--- config.mk ---
export PLATFORM = sky130hd
export DESIGN_NAME = fifo_wr_arbiter_flat
export DESIGN_NICKNAME = d
export VERILOG_FILES = /design/src/rtl/fifo_wr_arbiter_if.sv /design/src/rtl/fifo_wr_arbiter.sv /design/src/flat_wrapper.sv
export SDC_FILE = /design/constraint.sdc
export NUM_CORES = 1
export LEC_CHECK = 0
export ABC_AREA = 0
export BUFFER_PORTS_ARGS = -buffer_cell sky130_fd_sc_hd__buf_2
export CAP_MARGIN = 20
export CORE_ASPECT_RATIO = 1.75
export CORE_UTILIZATION = 41
export CTS_CLUSTER_DIAMETER = 200
export CTS_CLUSTER_SIZE = 24
export DETAILED_ROUTE_END_ITERATION = 6
export GPL_ROUTABILITY_DRIVEN = 0
export HOLD_SLACK_MARGIN = 0.12
export PLACE_DENSITY_LB_ADDON = 0.15
export REMOVE_ABC_BUFFERS = 1
export SYNTH_ARGS = -nofsm -noshare
export SYNTH_HDL_FRONTEND = slang
export SYNTH_SLANG_ARGS = --single-unit
--- constraint.sdc ---
create_clock -name clk -period 1.7 [get_ports clk]
set_clock_uncertainty 0.1 [all_clocks]
set_input_delay 0.085 -clock clk [delete_from_list [all_inputs] [get_ports clk]]
set_output_delay 0.085 -clock clk [all_outputs]
set_load 0.005 [all_outputs]
--- src/rtl/fifo_wr_arbiter_if.sv ---
// Handshake bundle between NREQ producers, the write arbiter and the shared fifo write port.
interface fifo_wr_arbiter_if #(
    parameter int NREQ = 4,
    parameter int OW   = 2,
    parameter int DW   = 16
);
    logic [NREQ-1:0]    req;
    logic [NREQ*DW-1:0] din;
    logic [NREQ-1:0]    gnt;
    logic               fifo_we;
    logic [DW-1:0]      fifo_din;
    logic               fifo_full;
    logic               fifo_almost_full;
    logic               busy;
    logic [OW-1:0]      owner;

    modport master (
        input  req, din, fifo_full, fifo_almost_full,
        output gnt, fifo_we, fifo_din, busy, owner
    );

    modport slave (
        output req, din, fifo_full, fifo_almost_full,
        input  gnt, fifo_we, fifo_din, busy, owner
    );
endinterface

--- src/rtl/fifo_wr_arbiter.sv ---
// Round-robin, burst-bounded arbiter sharing one fifo write port among NREQ producers.
// Define FIFO_WR_ARB_STAT_EN to add the saturating stall_cnt statistics output.
module fifo_wr_arbiter #(
    parameter int NREQ  = 4,
    parameter int OW    = 2,
    parameter int DW    = 16,
    parameter int BURST = 4
) (
    input  logic               clk,
    input  logic               rst,
    fifo_wr_arbiter_if.master  bus
`ifdef FIFO_WR_ARB_STAT_EN
    ,
    output logic [15:0]        stall_cnt
`endif
);

    typedef enum logic {
        S_IDLE  = 1'b0,
        S_BURST = 1'b1
    } state_t;

    state_t            state_q, state_d;
    logic [OW-1:0]     owner_q, owner_d;
    logic [OW-1:0]     rr_ptr_q, rr_ptr_d;
    logic [7:0]        burst_cnt_q, burst_cnt_d;
    logic              fifo_we_q, fifo_we_d;
    logic [DW-1:0]     fifo_din_q, fifo_din_d;

    logic [OW-1:0]     sel;
    logic [OW-1:0]     owner_nxt;
    logic [DW-1:0]     owner_din;
    logic [NREQ-1:0]   gnt;
    logic              any_req;
    logic              space;
    logic              xfer;

    // The write register adds a cycle, so an almost-full fifo with a write in flight has no room.
    assign space     = !bus.fifo_full && !(bus.fifo_almost_full && fifo_we_q);
    assign xfer      = (state_q == S_BURST) && bus.req[owner_q] && space;
    assign any_req   = |bus.req;
    assign owner_din = bus.din[owner_q*DW +: DW];
    assign owner_nxt = (owner_q == OW'(NREQ-1)) ? '0 : owner_q + 1'b1;

    // Scanning offsets high to low lets the lowest offset from rr_ptr win.
    always_comb begin
        int            idx;
        logic [OW-1:0] idx_ow;
        sel    = rr_ptr_q;
        idx    = 0;
        idx_ow = '0;
        for (int k = NREQ-1; k >= 0; k--) begin
            idx = int'(rr_ptr_q) + k;
            if (idx >= NREQ) idx = idx - NREQ;
            idx_ow = OW'(idx);
            if (bus.req[idx_ow]) sel = idx_ow;
        end
    end

    always_comb begin
        gnt = '0;
        if (xfer) gnt[owner_q] = 1'b1;
    end

    always_comb begin
        state_d     = state_q;
        owner_d     = owner_q;
        rr_ptr_d    = rr_ptr_q;
        burst_cnt_d = burst_cnt_q;
        fifo_we_d   = 1'b0;
        fifo_din_d  = fifo_din_q;
        case (state_q)
            S_IDLE: begin
                if (any_req) begin
                    owner_d     = sel;
                    burst_cnt_d = '0;
                    state_d     = S_BURST;
                end
            end
            S_BURST: begin
                if (xfer) begin
                    fifo_we_d   = 1'b1;
                    fifo_din_d  = owner_din;
                    burst_cnt_d = burst_cnt_q + 8'd1;
                    if (burst_cnt_q == 8'(BURST-1)) begin
                        state_d  = S_IDLE;
                        rr_ptr_d = owner_nxt;
                    end
                end else if (!bus.req[owner_q]) begin
                    state_d  = S_IDLE;
                    rr_ptr_d = owner_nxt;
                end
            end
            default: state_d = S_IDLE;
        endcase
    end

    always_ff @(posedge clk or posedge rst) begin
        if (rst) begin
            state_q     <= S_IDLE;
            owner_q     <= '0;
            rr_ptr_q    <= '0;
            burst_cnt_q <= '0;
            fifo_we_q   <= 1'b0;
            fifo_din_q  <= '0;
        end else begin
            state_q     <= state_d;
            owner_q     <= owner_d;
            rr_ptr_q    <= rr_ptr_d;
            burst_cnt_q <= burst_cnt_d;
            fifo_we_q   <= fifo_we_d;
            fifo_din_q  <= fifo_din_d;
        end
    end

`ifdef FIFO_WR_ARB_STAT_EN
    logic [15:0] stall_cnt_q, stall_cnt_d;

    always_comb begin
        stall_cnt_d = stall_cnt_q;
        if ((state_q == S_BURST) && bus.req[owner_q] && !space && (stall_cnt_q != 16'hFFFF))
            stall_cnt_d = stall_cnt_q + 16'd1;
    end

    always_ff @(posedge clk or posedge rst) begin
        if (rst) stall_cnt_q <= '0;
        else     stall_cnt_q <= stall_cnt_d;
    end

    assign stall_cnt = stall_cnt_q;
`endif

    assign bus.gnt      = gnt;
    assign bus.fifo_we  = fifo_we_q;
    assign bus.fifo_din = fifo_din_q;
    assign bus.busy     = (state_q == S_BURST);
    assign bus.owner    = owner_q;

endmodule
--- src/flat_wrapper.sv ---
// flat-port wrapper written by rule: the top's interface ports become plain ports
module fifo_wr_arbiter_flat 
#(
    parameter int NREQ  = 4,
    parameter int OW    = 2,
    parameter int DW    = 16,
    parameter int BURST = 4
)
  (clk, rst, bus_req, bus_din, bus_fifo_full, bus_fifo_almost_full, bus_gnt, bus_fifo_we, bus_fifo_din, bus_busy, bus_owner);
  fifo_wr_arbiter_if #(.NREQ(NREQ), .OW(OW), .DW(DW)) bus_i ();
  input  logic clk;
  input  logic rst;
  input wire logic [$bits(bus_i.req)-1:0] bus_req;
  input wire logic [$bits(bus_i.din)-1:0] bus_din;
  input wire logic [$bits(bus_i.fifo_full)-1:0] bus_fifo_full;
  input wire logic [$bits(bus_i.fifo_almost_full)-1:0] bus_fifo_almost_full;
  output wire logic [$bits(bus_i.gnt)-1:0] bus_gnt;
  output wire logic [$bits(bus_i.fifo_we)-1:0] bus_fifo_we;
  output wire logic [$bits(bus_i.fifo_din)-1:0] bus_fifo_din;
  output wire logic [$bits(bus_i.busy)-1:0] bus_busy;
  output wire logic [$bits(bus_i.owner)-1:0] bus_owner;
  assign bus_i.req = bus_req;
  assign bus_i.din = bus_din;
  assign bus_i.fifo_full = bus_fifo_full;
  assign bus_i.fifo_almost_full = bus_fifo_almost_full;
  assign bus_gnt = bus_i.gnt;
  assign bus_fifo_we = bus_i.fifo_we;
  assign bus_fifo_din = bus_i.fifo_din;
  assign bus_busy = bus_i.busy;
  assign bus_owner = bus_i.owner;
  fifo_wr_arbiter #(.NREQ(NREQ), .OW(OW), .DW(DW), .BURST(BURST)) u_core (.clk(clk), .rst(rst), .bus(bus_i));
endmodule
==> results of run 1 <==
==> sequential cells by signal (all words and copies together), names as in the netlist <==
register / flops
u_core.burst_cnt_q: 8
u_core.bus.busy: 1
u_core.bus.fifo_din: 16
u_core.bus.fifo_we: 1
u_core.bus.owner: 2
u_core.rr_ptr_q: 2
==> final timing paths <==
check	slack, ns	cells past startpoint	endpoint
max	-0.20	5	u_core.rr_ptr_q[0]$_DFFE_PP0P_
min	0.12	4	u_core.bus.fifo_din[5]$_DFFE_PP0P_
max reg2reg	-0.20	5	u_core.rr_ptr_q[0]$_DFFE_PP0P_
min reg2reg	0.37	2	u_core.bus.fifo_din[1]$_DFFE_PP0P_
max in group asynchronous	0.87	4	u_core.bus.fifo_we$_DFF_PP0_
min in group asynchronous	0.34	4	u_core.bus.fifo_din[2]$_DFFE_PP0P_
==> repair_timing <==
item                                    in CTS  in global routing
hold buffers                                45                  0
gates cloned                                 0                  0
endpoints found under the setup margin      24                 30
endpoints found under the hold margin       44                  0
pin swaps                                    7                  2
setup buffers                                5                  2
resized for setup                            7                 13
==> per-layer routing <==
layer	GRT usage, %	routed length [um]
met2	49.1	3560
met3	6.06	397
met5	0	0
met1	30.8	2260
met4	14.0	243
==> kinds of logic (layout without fill, tap and decap cells) <==
family	after synthesis	after routing	synth area share, %
AND/OR/NAND/NOR	85	85	20.5
AO/OA/AOI/OAI	22	22	7.93
adder cells (fa/ha/maj)	5	5	3.39
multiplexers	20	20	22.7
buffers and inverters	17	181	4.75
flip-flops	30	30	40.7
==> power groups by stage <==
stage | clock network (uW) | logic (uW) | registers [uW]
after detailed placement | 0 | 1880 | 1160
final | 718 | 2170 | 1170
after floorplan | 0 | 907 | 1320
after global routing | 764 | 2360 | 1190
after CTS | 726 | 2070 | 1150
after global placement | 0 | 1830 | 1150
==> metrics by stage <==
stage          utilization (%)  setup TNS [ns]
2_1_floorplan                -          -22.94
3_3_place_gp              58.6           -1.46
3_5_place_dp              58.6           -2.23
4_1_cts                   73.4           -2.79
5_1_grt                   75.0           -4.57
6_report                  75.0           -3.22
==> final cells by class <==
cell class | count | area, um2
repair buffers | 166 | 1150
multi-input cells | 132 | 1070
fillers | 294 | 1060
flip-flops and latches | 30 | 751
clock buffers | 5 | 68.8
well taps | 49 | 61.3
clock inverters | 3 | 40.0
inverters | 7 | 30.0
==> layout by cell type (no fill, tap or decap), types with 2 or more instances in the layout <==
cell type and count:
buf_4 23, nor3_1 3, ha_1 5, and2_1 3, o31ai_1 5, a21oi_1 3
nand2_1 56, nor2_1 5, or4_4 3, dlygate4sd3_1 45, nand3_1 6, nor2b_1 2
dfrtp_1 30, buf_6 2, clkbuf_8 5, clkinv_2 2, buf_2 94, a21oi_2 3
inv_1 6, o21ai_0 2, mux4_2 16, nand4_1 3, o21a_1 2
==> tightest hold or removal path, delay by kind of cell <==
| kind | cells | cell delay (ns) |
|---|---|---|
| and+or+nand+nor | 2 | 0.10 |
| muxes | 1 | 0.22 |
| buffers and inverters | 1 | 0.08 |
==> results.json, run 1 <==
{
  "place_ws_ns": -0.226,
  "drive_gt1_share_pct": 46.1,
  "synth_edf_count": 0,
  "grt_pass1_vias": 2207,
  "final_hold_viol_count": 0,
  "switching_share_pct": 36.5,
  "worstSetupEndpointType": "flop",
  "port_buffers": 95,
  "cap_violations": 0,
  "synth-seq-cells": 30,
  "die_height_um": 90.8,
  "dp.final_hpwl_mm": 3.71,
  "fin_crit_sh_pct": 112,
  "clk-insertion-delay-late_ns": 0.29,
  "route.vias.total": 2083,
  "finalNonFillerCells": 392,
  "power_density_mw_per_mm2": 1280,
  "drv_slew": 0,
  "wire_per_inst_um": 16.5,
  "clock_path_buffers": 2,
  "fmax_mhz": 526,
  "die-area_mm2": 0.00478,
  "io_pins": 96,
  "final_area_mm2": 0.00317,
  "synth.top_cell.area_share_pct": 40.7,
  "slew_headroom_pct": 70.8,
  "die_w_um": 52.7,
  "worst_ep_arrival_time_ns": 1.97,
  "cts_made_buffers": 5,
  "viasPerCell": 5.31,
  "core_mm2": 0.00423,
  "fin_hold_ws_ns": 0.122,
  "synth.area.top_cells": "dfrtp_1 (41%), mux4_2 (20%), nand2_1 (11%)",
  "fin_nets": 419,
  "synth-main-ff-cell": "dfrtp_1",
  "ant_nets": 0,
  "cts-htree-levels": 2,
  "synth-async-reset-ratio_pct": 100,
  "setup_viol_count_final": 24,
  "yosys_warnings": 0,
  "drt_pass1_iterations": 4,
  "cts.sinks": 30,
  "routed_wirelength_mm": 6.46,
  "critPathBufInv": 2,
  "crit_path_max_fanout": 2,
  "initial_utilization_pct": 43.7,
  "dpl_cell_area_mm2": 0.00248,
  "pwr-share-clk_pct": 17.7,
  "drc": 0,
  "crit_family": "multiplexers",
  "setup_slack_ns": -0.201,
  "grt_max_degree": 31,
  "power.total_uw": 4060,
  "grt-ovfl-total": 0,
  "ys_types": 31,
  "p_leak_uw": 0.00160,
  "clk_pin_slew_worst_paths_ns": 0.07,
  "timing.rr.start": "u_core.bus.owner[1]$_DFFE_PP0P_",
  "antenna_found_initial": 0,
  "slowest_delay_ns": 0.56,
  "rows": 31,
  "criticalPathCategory": "flop to flop",
  "outcome": "finished with violations",
  "grt_pass1_wl_mm": 9.85,
  "crit_start": "u_core.bus.owner[1]$_DFFE_PP0P_",
  "hold_class": "primary input to flop",
  "drt_iter0_markers": 107,
  "cts_tree": "done",
  "synth_commonest_cells": "nand2_1 (56), dfrtp_1 (30), mux4_2 (16)",
  "n_antenna_cell": 0,
  "worst_setup_path_start_kind": "flop",
  "rsz0062_at_grt": "true",
  "p_switching_uw": 1480,
  "min_period_ns": 1.90,
  "clock_tree.root_cell": "clkbuf_8",
  "power_frac_seq_pct": 28.7,
  "yosys.cell_count.top_type": "nand2_1",
  "required_ns": 1.77,
  "hp-start": "bus_din[5]",
  "grt.total_usage_pct": 28.3,
  "ir_drop_mv": 1.19,
  "avgSynthCellArea_um2": 10.3,
  "synthToLayoutAreaGrowth_pct": 71.9,
  "internal_power_uw": 2580,
  "worstMarginPinSlew_ns": 0.438,
  "synth_seq_area_share_pct": 40.7,
  "synth_top_area_cell": "dfrtp_1",
  "synth.cell_area_mm2": 0.00185,
  "combPwrFrac_pct": 53.6,
  "dp.cells": 332,
  "synthCells": 179,
  "crit_path_top_delay_cell": "mux4_2",
  "cp_cell_sequence": "mux4_2, buf_4, buf_6, a21boi_4, mux2_2",
  "violations": "setup timing"
}
(Power assumes the default switching activity.)
==> run 2, diff against run 1 <==
--- a/config.mk
+++ b/config.mk
@@ -8,8 +8,10 @@
 export ABC_AREA = 0
 export BUFFER_PORTS_ARGS = -buffer_cell sky130_fd_sc_hd__buf_2
 export CAP_MARGIN = 20
+export CELL_PAD_IN_SITES_DETAIL_PLACEMENT = 1
+export CELL_PAD_IN_SITES_GLOBAL_PLACEMENT = 1
 export CORE_ASPECT_RATIO = 1.75
-export CORE_UTILIZATION = 41
+export CORE_UTILIZATION = 30
 export CTS_CLUSTER_DIAMETER = 200
 export CTS_CLUSTER_SIZE = 24
 export DETAILED_ROUTE_END_ITERATION = 6
==> results.json, run 2 (synthesis gave the netlist of run 1 again) <==
{
  "clk_pin_slew_worst_paths_ns": 0.07,
  "multi_input_comb_area_mm2": 0.00106,
  "antenna_found_initial": 0,
  "die-area_mm2": 0.00648,
  "worstMarginPinSlew_ns": 0.463,
  "dpl_cell_area_mm2": 0.00253,
  "cts_tree": "done",
  "drt_iter0_markers": 34,
  "hold_class": "primary input to flop",
  "finalNonFillerCells": 420,
  "slew_headroom_pct": 68.4,
  "drv_slew": 0,
  "core_mm2": 0.00593,
  "p_leak_uw": 0.00158,
  "route.vias.total": 2063,
  "n_fill_cell": 723,
  "violations": "setup timing",
  "utilization_pct": 53.2,
  "worst_setup_path_start_kind": "flop",
  "crit_path_max_fanout": 5,
  "grt-ovfl-total": 0,
  "power_frac_seq_pct": 29.5,
  "io_pins": 96,
  "grt_pass1_wl_mm": 11.0,
  "final_area_mm2": 0.00315,
  "cts.sinks": 30,
  "final_cell_mix": "buf_2 (94), nand2_1 (56), dlygate4sd3_1 (41)",
  "wire_per_inst_um": 16.4,
  "final_common_cell": "buf_2",
  "setup_viol_count_final": 30,
  "port_buffers": 95,
  "largest_reg_flops": 16,
  "worst_ep_arrival_time_ns": 1.75,
  "switching_share_pct": 38.2,
  "combPwrFrac_pct": 54.7,
  "clock_path_buffers": 2,
  "power_density_mw_per_mm2": 1240,
  "n_antenna_cell": 0,
  "fmax_mhz": 516,
  "grt_pass1_vias": 2334,
  "rows": 37,
  "grt.total_usage_pct": 23.6,
  "min_period_ns": 1.94,
  "viasPerCell": 4.91,
  "dp.final_hpwl_mm": 4.33,
  "criticalPathCategory": "flop to primary output",
  "rsz0062_at_grt": "true",
  "ant_nets": 0,
  "outcome": "finished with violations",
  "worstSetupEndpointType": "primary output",
  "cts-htree-levels": 2,
  "drt_pass1_iterations": 4,
  "required_ns": 1.51,
  "initial_utilization_pct": 31.1,
  "clk-insertion-delay-late_ns": 0.29,
  "p_switching_uw": 1490,
  "fin_crit_sh_pct": 114,
  "routed_wirelength_mm": 6.87,
  "die_height_um": 106,
  "ir_drop_mv": 0.496,
  "synthToLayoutAreaGrowth_pct": 70.8,
  "cap_violations": 0,
  "drive_gt1_share_pct": 46.2,
  "cts_made_buffers": 5,
  "seqCellArea_um2": 751,
  "clock_tree.root_cell": "clkbuf_8",
  "pwr-share-clk_pct": 15.8,
  "dp.cells": 365,
  "die_w_um": 61.3,
  "final_hold_viol_count": 0,
  "grt_max_degree": 31,
  "drc": 0,
  "internal_power_uw": 2420,
  "setup_slack_ns": -0.237,
  "fin_nets": 418
}
run 2: per-layer routing:
| layer | vias up | track usage (%) | routed length, um |
|---|---|---|---|
| li1 | 962 | - | - |
| met1 | 1021 | 23.3 | 2340 |
| met2 | 68 | 44.1 | 4000 |
| met3 | 12 | 6.75 | 391 |
| met4 | 0 | 7.47 | 136 |
| met5 | - | 0 | 0 |
run 2: timing repair:
item | 4_1_cts | 5_1_grt
pin swaps | 6 | 2
endpoints found under the setup margin | 30 | 31
buffers inserted | 3 | 3
resized for setup | 9 | 8
endpoints found under the hold margin | 42 | 0
hold buffers | 41 | 0
run 2: path summary, 6_finish.rpt:
check | start | end | slack (ns) | cells after the start
worst min register to register | u_core.bus.fifo_din[6]$_DFFE_PP0P_ | u_core.bus.fifo_din[6]$_DFFE_PP0P_ | 0.37 | 2
worst max register to register | u_core.bus.owner[1]$_DFFE_PP0P_ | u_core.rr_ptr_q[0]$_DFFE_PP0P_ | -0.22 | 5
worst min-delay path | bus_din[0] | u_core.bus.fifo_din[0]$_DFFE_PP0P_ | 0.12 | 4
worst max-delay path | u_core.bus.owner[1]$_DFFE_PP0P_ | bus_gnt[3] | -0.24 | 5
min in group asynchronous | rst | u_core.bus.fifo_din[8]$_DFFE_PP0P_ | 0.31 | 4
max in group asynchronous | rst | u_core.bus.fifo_din[11]$_DFFE_PP0P_ | 0.88 | 4
run 2: layout make-up:
cell class,instances,area share (%)
Clock buffer,7,2.74
Clock inverter,1,0.159
Inverter,7,0.953
Multi-Input combinational cell,132,33.5
Sequential cell,30,23.8
Tap cell,78,3.10
Timing Repair Buffer,165,35.7
run 2: through the flow:
stage | setup TNS, ns | total power [uW] | hold slack [ns] | setup slack [ns]
floorplan | -22.94 | 2230 | 0.0758 | -0.954
global placement | -3.79 | 3020 | 0.0928 | -0.215
detailed placement | -4.59 | 3060 | 0.0958 | -0.259
CTS | -3.51 | 3840 | 0.120 | -0.229
global route | -6.39 | 4230 | 0.126 | -0.305
finish | -3.92 | 3910 | 0.118 | -0.237
run 2: worst max-delay path: stages (launching register included):
cell and delay (ns):
dfrtp_1 0.38, mux4_2 0.56, nand3_4 0.10, clkinvlp_4 0.14, and2_4 0.18, buf_6 0.10
run 2: power groups by stage:
stage | sequential (uW) | clock (uW) | combinational, uW
2_1_floorplan | 1320 | 0 | 907
3_3_place_gp | 1150 | 0 | 1870
3_5_place_dp | 1160 | 0 | 1900
4_1_cts | 1150 | 628 | 2060
5_1_grt | 1190 | 660 | 2380
6_report | 1160 | 618 | 2140
==> run 3, diff against run 2 <==
--- a/config.mk
+++ b/config.mk
@@ -13,11 +13,12 @@
 export CORE_ASPECT_RATIO = 1.75
 export CORE_UTILIZATION = 30
 export CTS_CLUSTER_DIAMETER = 200
-export CTS_CLUSTER_SIZE = 24
+export CTS_CLUSTER_SIZE = 16
 export DETAILED_ROUTE_END_ITERATION = 6
 export GPL_ROUTABILITY_DRIVEN = 0
 export HOLD_SLACK_MARGIN = 0.12
-export PLACE_DENSITY_LB_ADDON = 0.15
+export PLACE_DENSITY = 0.85
+export RECOVER_POWER = 100
 export REMOVE_ABC_BUFFERS = 1
 export SYNTH_ARGS = -nofsm -noshare
 export SYNTH_HDL_FRONTEND = slang
==> results.json, run 3 (synthesis gave the netlist of run 1 again) <==
{
  "n_antenna_cell": 0,
  "drt_iter0_markers": 68,
  "p_leak_uw": 0.00138,
  "die_height_um": 106,
  "final_cell_mix": "buf_2 (78), nand2_1 (56), dfrtp_1 (30)",
  "final_hold_viol_count": 0,
  "io_pins": 96,
  "fin_crit_sh_pct": 111,
  "cap_violations": 0,
  "die-area_mm2": 0.00648,
  "slew_headroom_pct": 48.4,
  "clock_path_buffers": 2,
  "cts.sinks": 30,
  "drc": 0,
  "setup_slack_ns": -0.188,
  "ant_nets": 0,
  "criticalPathCategory": "flop to primary output",
  "cp_cell_sequence": "mux4_2, nand3_4, clkinvlp_4, and2_4, buf_6",
  "grt_pass1_wl_mm": 10.3,
  "setup_viol_count_final": 28,
  "slowest_delay_ns": 0.55,
  "worstSetupEndpointType": "primary output",
  "required_ns": 1.51,
  "grt-ovfl-total": 0,
  "utilization_pct": 46.9,
  "largest_reg_flops": 16,
  "fin_nets": 376,
  "antenna_found_initial": 0,
  "cts_tree": "done",
  "min_period_ns": 1.89,
  "violations": "setup timing",
  "worstMarginPinSlew_ns": 0.775,
  "rows": 37,
  "cts_made_buffers": 5,
  "final_common_cell": "buf_2",
  "power.total_uw": 4020,
  "dp.final_hpwl_mm": 4.71,
  "crit_path_max_fanout": 5,
  "hold_class": "primary input to flop",
  "clk_pin_slew_worst_paths_ns": 0.06,
  "worst_setup_path_start_kind": "flop",
  "clk-insertion-delay-late_ns": 0.28,
  "place_ws_ns": -0.191,
  "wire_per_inst_um": 16.9,
  "crit_path_top_delay_cell": "mux4_2",
  "grt_pass1_vias": 2219,
  "initial_utilization_pct": 31.1,
  "outcome": "finished with violations",
  "route.vias.total": 1913,
  "core_mm2": 0.00593,
  "viasPerCell": 5.07,
  "drt_pass1_iterations": 4,
  "rsz0062_at_grt": "true",
  "die_w_um": 61.3,
  "drv_slew": 0,
  "routed_wirelength_mm": 6.39,
  "grt.total_usage_pct": 21.6,
  "fmax_mhz": 530,
  "worst_ep_arrival_time_ns": 1.70,
  "clock_tree.root_cell": "clkbuf_8",
  "synthToLayoutAreaGrowth_pct": 50.5,
  "drive_gt1_share_pct": 46.5,
  "port_buffers": 95,
  "cts-htree-levels": 2,
  "n_fill_cell": 755,
  "grt_max_degree": 31,
  "ir_drop_mv": 0.619,
  "power_density_mw_per_mm2": 1450
}
## run 3: changes by cell type in the layout (fill, tap and decap cells not counted), sizes merged
cell / change
clkbuf: +16
clkinv: -1
dlygate4sd3: -35
buf: -24
bufinv: +1
## run 3: critical path, delay by kind of cell (launching register included)
kind | cells | cell delay [ns]
DFF | 1 | 0.37
buffers and inverters | 2 | 0.24
and+or+nand+nor | 2 | 0.27
muxes | 1 | 0.55
## run 3: final timing paths
path	from	to	slack, ns	cells past startpoint
setup / recovery	u_core.bus.owner[1]$_DFFE_PP0P_	bus_gnt[3]	-0.19	5
hold reg to reg	u_core.bus.fifo_din[3]$_DFFE_PP0P_	u_core.bus.fifo_din[3]$_DFFE_PP0P_	0.38	2
min in group asynchronous	rst	u_core.bus.fifo_din[12]$_DFFE_PP0P_	0.50	4
hold / removal	bus_din[43]	u_core.bus.fifo_din[11]$_DFFE_PP0P_	0.13	4
setup reg to reg	u_core.bus.owner[1]$_DFFE_PP0P_	u_core.burst_cnt_q[5]$_DFFE_PP0P_	-0.18	5
max in group asynchronous	rst	u_core.burst_cnt_q[6]$_DFFE_PP0P_	0.51	4
## run 3: power by group
part | internal (uW) | switching, uW | total [uW]
Sequential | 985 | 181 | 1170
Combinational | 1060 | 1070 | 2130
Clock | 468 | 265 | 733
Total | 2510 | 1510 | 4020
## run 3: final cells by class
type	instances	area [um2]	share of cell area (%)
Multi-Input combinational cell	132	1070	38.4
Sequential cell	30	751	27.0
Timing Repair Buffer	123	721	25.9
Tap cell	78	97.6	3.51
Clock buffer	6	82.6	2.97
Clock inverter	1	30.0	1.08
Inverter	7	30.0	1.08
## run 3: routing by layer
layer | GRT usage, % | wire, um | part of all wire (%)
met2 | 38.3 | 3670 | 58
met5 | 0 | 0 | 0
met1 | 23.0 | 2160 | 34
met3 | 3.93 | 250 | 3.9
met4 | 11.0 | 304 | 4.8
## run 3: stage by stage
stage	cell area [um2]	TNS, ns	hold slack [ns]	std cells
floorplan	1780	-22.94	0.0758	169
global route	2780	-6.17	0.130	377
global placement	2510	-0.257	0.0822	361
detailed placement	2510	-1.89	0.0948	361
CTS	2760	-2.92	0.120	377
finish	2780	-3.16	0.125	377
## run 3: timing repair
action | 4_1_cts | 5_1_grt
hold buffers | 6 | 0
pin swaps | 8 | 1
setup buffers | 3 | 0
endpoints found under the setup margin | 25 | 30
hold endpoints to repair | 33 | 0
gates resized for setup | 13 | 10
